[config.mk]
export PLATFORM = sky130hd
export DESIGN_NAME = dct_row_butterfly
export DESIGN_NICKNAME = d
export VERILOG_FILES = /design/src/rtl/dct_row_butterfly_pkg.sv /design/src/rtl/dct_row_butterfly_pair_bfly.sv /design/src/rtl/dct_row_butterfly.sv
export SDC_FILE = /design/constraint.sdc
export NUM_CORES = 1
export LEC_CHECK = 0
export CORE_MARGIN = 2
export CORE_UTILIZATION = 35
export DETAILED_ROUTE_END_ITERATION = 7
export GPL_TIMING_DRIVEN = 1
export HOLD_SLACK_MARGIN = 0.15
export MAX_ROUTING_LAYER = met4
export PLACE_DENSITY = 0.61
export RECOVER_POWER = 100
export SLEW_MARGIN = 20
export SYNTH_ARGS = -nofsm -noshare
export SYNTH_HDL_FRONTEND = slang
export SYNTH_SLANG_ARGS = --single-unit
[constraint.sdc]
create_clock -name clk -period 2.55 [get_ports clk]
set_input_delay 0.255 -clock clk [delete_from_list [all_inputs] [get_ports clk]]
set_output_delay 0.255 -clock clk [all_outputs]
set_load 0.05 [all_outputs]
[src/rtl/dct_row_butterfly_pkg.sv]
// -----------------------------------------------------------------------------
// dct_row_butterfly_pkg
// Shared types and constants for the stage-1 row butterfly of the 8x8 DCT.
//   PKG_DATA_W / PKG_LEVEL : default sample width and level-shift offset
//   BFLY_PAIRS             : butterfly pairs per 8-sample row
//   bfly_t / row_bfly_t    : one pair result / all four pair results of a row
//   bfly_state_e           : control states of the pair sequencer
//   ARRIVAL_ORDER          : column index of each sample in arrival order
// -----------------------------------------------------------------------------
package dct_row_butterfly_pkg;

    localparam int PKG_DATA_W = 8;
    localparam int PKG_LEVEL  = 128;
    localparam int BFLY_PAIRS = 4;
    localparam int ROW_LEN    = 2 * BFLY_PAIRS;

    typedef struct packed {
        logic signed [PKG_DATA_W:0] sum;
        logic signed [PKG_DATA_W:0] diff;
    } bfly_t;

    typedef bfly_t row_bfly_t [BFLY_PAIRS];

    typedef enum logic {
        WAIT_A = 1'b0,   // expecting x_k (even arrival slot)
        WAIT_B = 1'b1    // expecting x_(7-k) (odd arrival slot)
    } bfly_state_e;

    // Samples of a row arrive as x0,x7,x1,x6,x2,x5,x3,x4.
    localparam int ARRIVAL_ORDER [ROW_LEN] = '{0, 7, 1, 6, 2, 5, 3, 4};

endpackage

[src/rtl/dct_row_butterfly_pair_bfly.sv]
// -----------------------------------------------------------------------------
// pair_bfly
// Combinational level shift plus add/subtract for one butterfly pair.
// Time-shared across the four pairs of a row by the parent.
//   i_sample : raw unsigned sample (the second sample of a pair when used)
//   i_held   : level-shifted first sample of the pair, x_k
//   o_xs     : level-shifted i_sample
//   o_sum    : x_k + x_(7-k)
//   o_diff   : x_k - x_(7-k)
// -----------------------------------------------------------------------------
module pair_bfly #(
    parameter int DATA_W = 8,
    parameter int LEVEL  = 128
) (
    input  logic [DATA_W-1:0]    i_sample,
    input  logic signed [DATA_W:0] i_held,
    output logic signed [DATA_W:0] o_xs,
    output logic signed [DATA_W:0] o_sum,
    output logic signed [DATA_W:0] o_diff
);

    localparam logic signed [DATA_W:0] LEVEL_S = LEVEL[DATA_W:0];

    // Both operands lie in -LEVEL..LEVEL-1, so DATA_W+1 bits hold the full
    // sum/difference range without any saturation.
    assign o_xs   = $signed({1'b0, i_sample}) - LEVEL_S;
    assign o_sum  = i_held + o_xs;
    assign o_diff = i_held - o_xs;

endmodule

[src/rtl/dct_row_butterfly.sv]
// -----------------------------------------------------------------------------
// dct_row_butterfly
// Collects one 8-sample row arriving in butterfly pair order, level-shifts
// each sample, forms s_k = x_k + x_(7-k) and d_k = x_k - x_(7-k) and presents
// the whole row in parallel with a one-cycle out_valid pulse.
//   clk, rst_n : clock, asynchronous active-low reset
//   flush      : synchronous clear of counters, hold and working registers
//   in_valid   : sample strobe (no backpressure)
//   in_data    : unsigned sample
//   out_valid  : one-cycle pulse, row result valid
//   out_sum    : s_k in slot k, bits [k*(DATA_W+1) +: DATA_W+1]
//   out_diff   : d_k in slot k, same packing as out_sum
//   out_row    : row index of the result within the 8x8 block
//   out_last   : high with out_valid for row 7
// -----------------------------------------------------------------------------
module dct_row_butterfly
    import dct_row_butterfly_pkg::*;
#(
    // The working registers use bfly_t, so DATA_W must match PKG_DATA_W.
    parameter int DATA_W = PKG_DATA_W,
    parameter int LEVEL  = PKG_LEVEL
) (
    input  logic                               clk,
    input  logic                               rst_n,
    input  logic                               flush,
    input  logic                               in_valid,
    input  logic [DATA_W-1:0]                  in_data,
    output logic                               out_valid,
    output logic [BFLY_PAIRS*(DATA_W+1)-1:0]   out_sum,
    output logic [BFLY_PAIRS*(DATA_W+1)-1:0]   out_diff,
    output logic [2:0]                         out_row,
    output logic                               out_last
);

    localparam int W = DATA_W + 1;

    bfly_state_e           r_state;
    bfly_state_e           w_state_nxt;
    logic [2:0]            r_smp_cnt;
    logic [2:0]            r_row_cnt;
    logic signed [DATA_W:0] r_hold;
    row_bfly_t             r_work;
    logic                  w_accept;
    logic                  w_row_done;
    logic [1:0]            w_pair_idx;
    logic signed [DATA_W:0] w_xs;
    logic signed [DATA_W:0] w_sum;
    logic signed [DATA_W:0] w_diff;

    logic                          r_out_valid;
    logic [BFLY_PAIRS*W-1:0]       r_out_sum;
    logic [BFLY_PAIRS*W-1:0]       r_out_diff;
    logic [2:0]                    r_out_row;
    logic                          r_out_last;

    // flush wins over a coincident sample, which is dropped.
    assign w_accept   = in_valid && !flush;
    assign w_pair_idx = r_smp_cnt[2:1];

    pair_bfly #(
        .DATA_W (DATA_W),
        .LEVEL  (LEVEL)
    ) u_pair_bfly (
        .i_sample (in_data),
        .i_held   (r_hold),
        .o_xs     (w_xs),
        .o_sum    (w_sum),
        .o_diff   (w_diff)
    );

    // NOTE: every signal written here gets a default first, so no path can
    // leave it unassigned and infer a latch.
    always_comb begin
        w_state_nxt = r_state;
        w_row_done  = 1'b0;
        if (flush) begin
            w_state_nxt = WAIT_A;
        end else if (in_valid) begin
            case (r_state)
                WAIT_A: w_state_nxt = WAIT_B;
                WAIT_B: begin
                    w_state_nxt = WAIT_A;
                    w_row_done  = (r_smp_cnt == 3'd7);
                end
                default: w_state_nxt = WAIT_A;
            endcase
        end
    end

    // NOTE: sequential state uses non-blocking assignments so every flop
    // samples pre-edge values regardless of statement order.
    always_ff @(posedge clk or negedge rst_n) begin
        if (!rst_n) begin
            r_state <= WAIT_A;
        end else begin
            r_state <= w_state_nxt;
        end
    end

    // Counters, hold register and working slots.
    always_ff @(posedge clk or negedge rst_n) begin
        if (!rst_n) begin
            r_smp_cnt <= '0;
            r_row_cnt <= '0;
            r_hold    <= '0;
            for (int k = 0; k < BFLY_PAIRS; k++) r_work[k] <= '0;
        end else if (flush) begin
            r_smp_cnt <= '0;
            r_row_cnt <= '0;
            r_hold    <= '0;
            for (int k = 0; k < BFLY_PAIRS; k++) r_work[k] <= '0;
        end else if (w_accept) begin
            r_smp_cnt <= r_smp_cnt + 3'd1;
            if (r_state == WAIT_A) begin
                r_hold <= w_xs;
            end else begin
                r_work[w_pair_idx] <= '{sum: w_sum, diff: w_diff};
            end
            if (w_row_done) r_row_cnt <= r_row_cnt + 3'd1;
        end
    end

    // Output registers: loaded only on row completion, held otherwise.
    // Pair 3 is taken straight from the butterfly since its slot is only
    // written on this same edge.
    always_ff @(posedge clk or negedge rst_n) begin
        if (!rst_n) begin
            r_out_valid <= 1'b0;
            r_out_sum   <= '0;
            r_out_diff  <= '0;
            r_out_row   <= '0;
            r_out_last  <= 1'b0;
        end else begin
            r_out_valid <= w_row_done;
            if (w_row_done) begin
                for (int k = 0; k < BFLY_PAIRS - 1; k++) begin
                    r_out_sum[k*W +: W]  <= r_work[k].sum;
                    r_out_diff[k*W +: W] <= r_work[k].diff;
                end
                r_out_sum[(BFLY_PAIRS-1)*W +: W]  <= w_sum;
                r_out_diff[(BFLY_PAIRS-1)*W +: W] <= w_diff;
                r_out_row  <= r_row_cnt;
                r_out_last <= (r_row_cnt == 3'd7);
            end
        end
    end

    assign out_valid = r_out_valid;
    assign out_sum   = r_out_sum;
    assign out_diff  = r_out_diff;
    assign out_row   = r_out_row;
    assign out_last  = r_out_last;

endmodule

==> impl_metrics.tcl <==
set metrics [dict create \
    result_of_the_run "finished, final reports clean" \
    critical_path.reg2reg.startpoint "r_hold[0]$_DFFE_PN0P_" \
    power.switching_w 0.00135 \
    flow.area_growth_from_synthesis_pct 27.1 \
    ir_drop_v 0.000529 \
    post_drt_via_cell_ratio 4.79 \
    pin_count_of_the_biggest_net_entering_global_routing 76 \
    crit_top_cell "inv_1" \
    finalWirelength_um 16400 \
    slew_viol_final 0 \
    tritoncts "built" \
    synth.avg_cell_area_um2 9.31 \
    fill_cells 1767 \
    clkSinkCount 145 \
    power.static_leakage_nw 4.25 \
    die_width_um 141 \
    detailed_place_hpwl_um 11300 \
    synth_top_area_cell "dfrtp_1" \
    muxShareOfSynthArea_pct 0.766 \
    netlist.area_leader.share_pct 55.5 \
    final_period_minus_worst_setup_slack_ns 2.31 \
    path_cells "inv_1 > ha_1 > inv_1 > fa_1 > a211oi_4 > o21ai_1 > a2111oi_4 > a21oi_2 > a211oi_1" \
    detailed_route_via_count 4990 \
    setup_viol 0 \
    combPwrFrac_pct 9.4 \
    netlist_instances 702 \
    syn_area_um2 6530 \
    numPlacedInstances 1009 \
    drt_iter0_drc 253 \
    rsz_0062_raised_after_global_routing "false" \
    internal_power_w 0.00403 \
    first_pass_grt_wire_length_um 26900 \
    gp_congestion 0.811 \
    pwr-share-clk_pct 46.8 \
    avgRoutedWirePerCell_um 15.7 \
    placement.cell_area_um2 7780 \
    max_stage_delay_ns 0.42 \
    mappedNetlistNets 736 \
    cts.htree.levels 4 \
    timing.final.hold_violations 0 \
    netSwitchingFraction_pct 25.0 \
    firstDrtPassIters 5 \
    coreArea_um2 18100 \
    final_layout_size_suffix_gt1_share_pct 8.86 \
    netlist_top_cells_area "dfrtp_1, nand2_1, ha_1" \
    antenna_cells 0 \
    final_cell_mix "nand2_1, dfrtp_1, dlygate4sd3_1, a21oi_1, nor2_1" \
    worst_setup_path_startpoint "r_hold[0]$_DFFE_PN0P_" \
    layout.nets 834 \
    fmaxAchievable_mhz 432 \
    port_buffers 88 \
    start_util_pct 36.0 \
    fin_clk_skew_ns 0.00884 \
    placement_rows 49 \
    layout.cells.most_common "nand2_1" \
    clockBufferDepth 2 \
    cap_viol_max_count 0 \
    slew-limit-headroom_pct 18.7 \
    sequentialPowerShare_pct 43.8 \
    compound_gate_fraction_of_synth_area_pct 11.9 \
    worst-r2r-setup-slack_ns 0.24 \
    p_per_area_nw_per_um2 648 \
    die-area_um2 19800 \
    groute.usage.overall_pct 18.1 \
    critPathLaunchType "flip-flop" \
    final_antenna_net_count 0 \
    synth-adder-area-share_pct 4.44 \
    cts.repair_timing.setup_buffer_count 0 \
    layout.cell_area.non_filler_um2 8310 \
    final_critical_path_setup_slack_ns 0.237 \
    path_delay_family "compound AO/OA/AOI/OAI gates" \
    overflow 0 \
    clk_pin_slew_ns 0.06 \
    critical_path.endpoint_type "flip-flop" \
    i_o_pin_count 89 \
    critical_path.n_buffers_inverters 2 \
    worst_ep_arrival_time_ns 2.64 \
    timing.setup.critical_path_class "flip-flop to flip-flop" \
    worst_hold_startpoint "in_data[5]" \
    clk_lat_worst_skew_ns 0.42 \
    detail_route.drc_violations 0 \
    via_count_of_the_first_global_routing_pass 4888 \
    yosysSeqAreaShare_pct 55.5 \
    clock_tree.root_cell "clkbuf_16" \
    yosys_register_bits 145 \
    cts_resized 0 \
    cp_slowest_cell "fa_1" \
    timing.critical_path.required_ns 2.88 \
    dominant_combinational_cell_family_by_area_after_synthesis "simple AND/OR/NAND/NOR gates" \
    post_synthesis_xor_xnor_area_fraction_pct 1.21 \
    synth_simple_gate_area_share_pct 21.5 \
    hold_class "input pin to flip-flop" \
    fp.dieH_um 141 \
    max_slew.worst_pin.slew_ns 1.22 \
    setup_tns_ns 0 \
    place_ws_ns -0.131 \
    post-route-period-util_pct 90.7 \
    cp_max_fo 4 \
    numCtsBuffers 17 \
    antenna_found_initial 0 \
    netlist-cell-type-count 49 \
    yosys_warnings 0 \
    layoutNonFillerInstCount 1042 \
]
[state kept, by name, summed over array words and instances, names as in the netlist]
signal     flops
r_hold         8
out_sum       36
r_smp_cnt      3
out_valid      1
r_work        54
out_diff      35
r_row_cnt      3
out_row        3
r_state        1
out_last       1
[worst min-delay path, stage by stage]
cell and delay (ns):
clkdlybuf4s50_1 0.44, nand2_1 0.07, a21oi_1 0.05
[worst paths after layout]
check | to | cells past startpoint
worst min-delay path | r_hold[5]$_DFFE_PN0P_ | 3
min in group asynchronous | r_hold[6]$_DFFE_PN0P_ | 2
worst max register to register | r_work[62]$_DFFE_PN0P_ | 9
worst max-delay path | r_work[62]$_DFFE_PN0P_ | 9
max in group asynchronous | out_diff[31]$_DFFE_PN0P_ | 3
worst min register to register | out_sum[23]$_DFFE_PN0P_ | 2
[kinds of logic (layout without fill, tap and decap cells)]
| family | Yosys count | in the layout |
|---|---|---|
| AND/OR/NAND/NOR | 348 | 348 |
| flip-flops | 145 | 145 |
| AO/OA/AOI/OAI | 109 | 109 |
| buffers and inverters | 64 | 175 |
| adder cells (fa/ha/maj) | 22 | 22 |
| XOR/XNOR | 9 | 9 |
| multiplexers | 5 | 5 |
[through the flow]
stage / power [W] / hold slack (ns) / utilization, %
global placement: 0.00293 / 0.227 / 42.9
global route: 0.00557 / 0.457 / 45.8
finish: 0.00538 / 0.437 / 45.8
detailed placement: 0.00293 / 0.222 / 42.9
floorplan: 0.00267 / -0.0406 / -
CTS: 0.00545 / 0.346 / 46.2
[synth_stat cells (all sizes together)]
cell / instances
clkbuf: 16
nor4b: 1
o21a: 2
a21oi: 42
nand3b: 6
xor2: 2
a31oi: 1
o31a: 3
a21o: 2
a211oi: 19
a2111oi: 1
nor3b: 2
inv: 17
nor3: 2
or2: 1
o21bai: 1
xnor2: 7
nand4b: 1
o22a: 1
fa: 2
ha: 20
nor2b: 7
o21ai: 14
a221oi: 9
o41ai: 5
and2: 2
nand3: 2
dfrtp: 145
mux2i: 5
nor2: 39
o311ai: 2
buf: 31
nand2: 275
or3: 2
nand2b: 8
o22ai: 1
o31ai: 6
[area by class of cell]
cell class | count | area [um2] | share of cell area [%]
repair buffers | 126 | 1150 | 13.8
clock buffers | 17 | 425 | 5.12
multi-input cells | 493 | 2580 | 31.1
clock inverters | 15 | 169 | 2.03
flip-flops and latches | 145 | 3630 | 43.7
inverters | 17 | 63.8 | 0.768
well taps | 229 | 287 | 3.45
[layer usage]
| metal | up-vias | track usage [%] | part of all wire, % |
|---|---|---|---|
| met2 | 94 | 26.3 | 45 |
| met5 | - | - | 0 |
| met3 | 18 | 4.08 | 4.1 |
| li1 | 2492 | - | - |
| met4 | 0 | 5.63 | 1.8 |
| met1 | 2386 | 25.3 | 49 |
[power groups by stage]
stage	registers, W	logic [W]	clock network (W)
final	0.00236	0.000504	0.00252
after global routing	0.00236	0.000558	0.00265
after CTS	0.00236	0.000539	0.00255
after detailed placement	0.00240	0.000535	0
after global placement	0.00240	0.000531	0
after floorplan	0.00239	0.000280	0
[timing repair]
item / in CTS / in global routing
setup endpoints to repair: 0 / 0
hold buffers: 1 / 0
hold endpoints to repair: 44 / 0
Power figures use the tool's default switching activity.
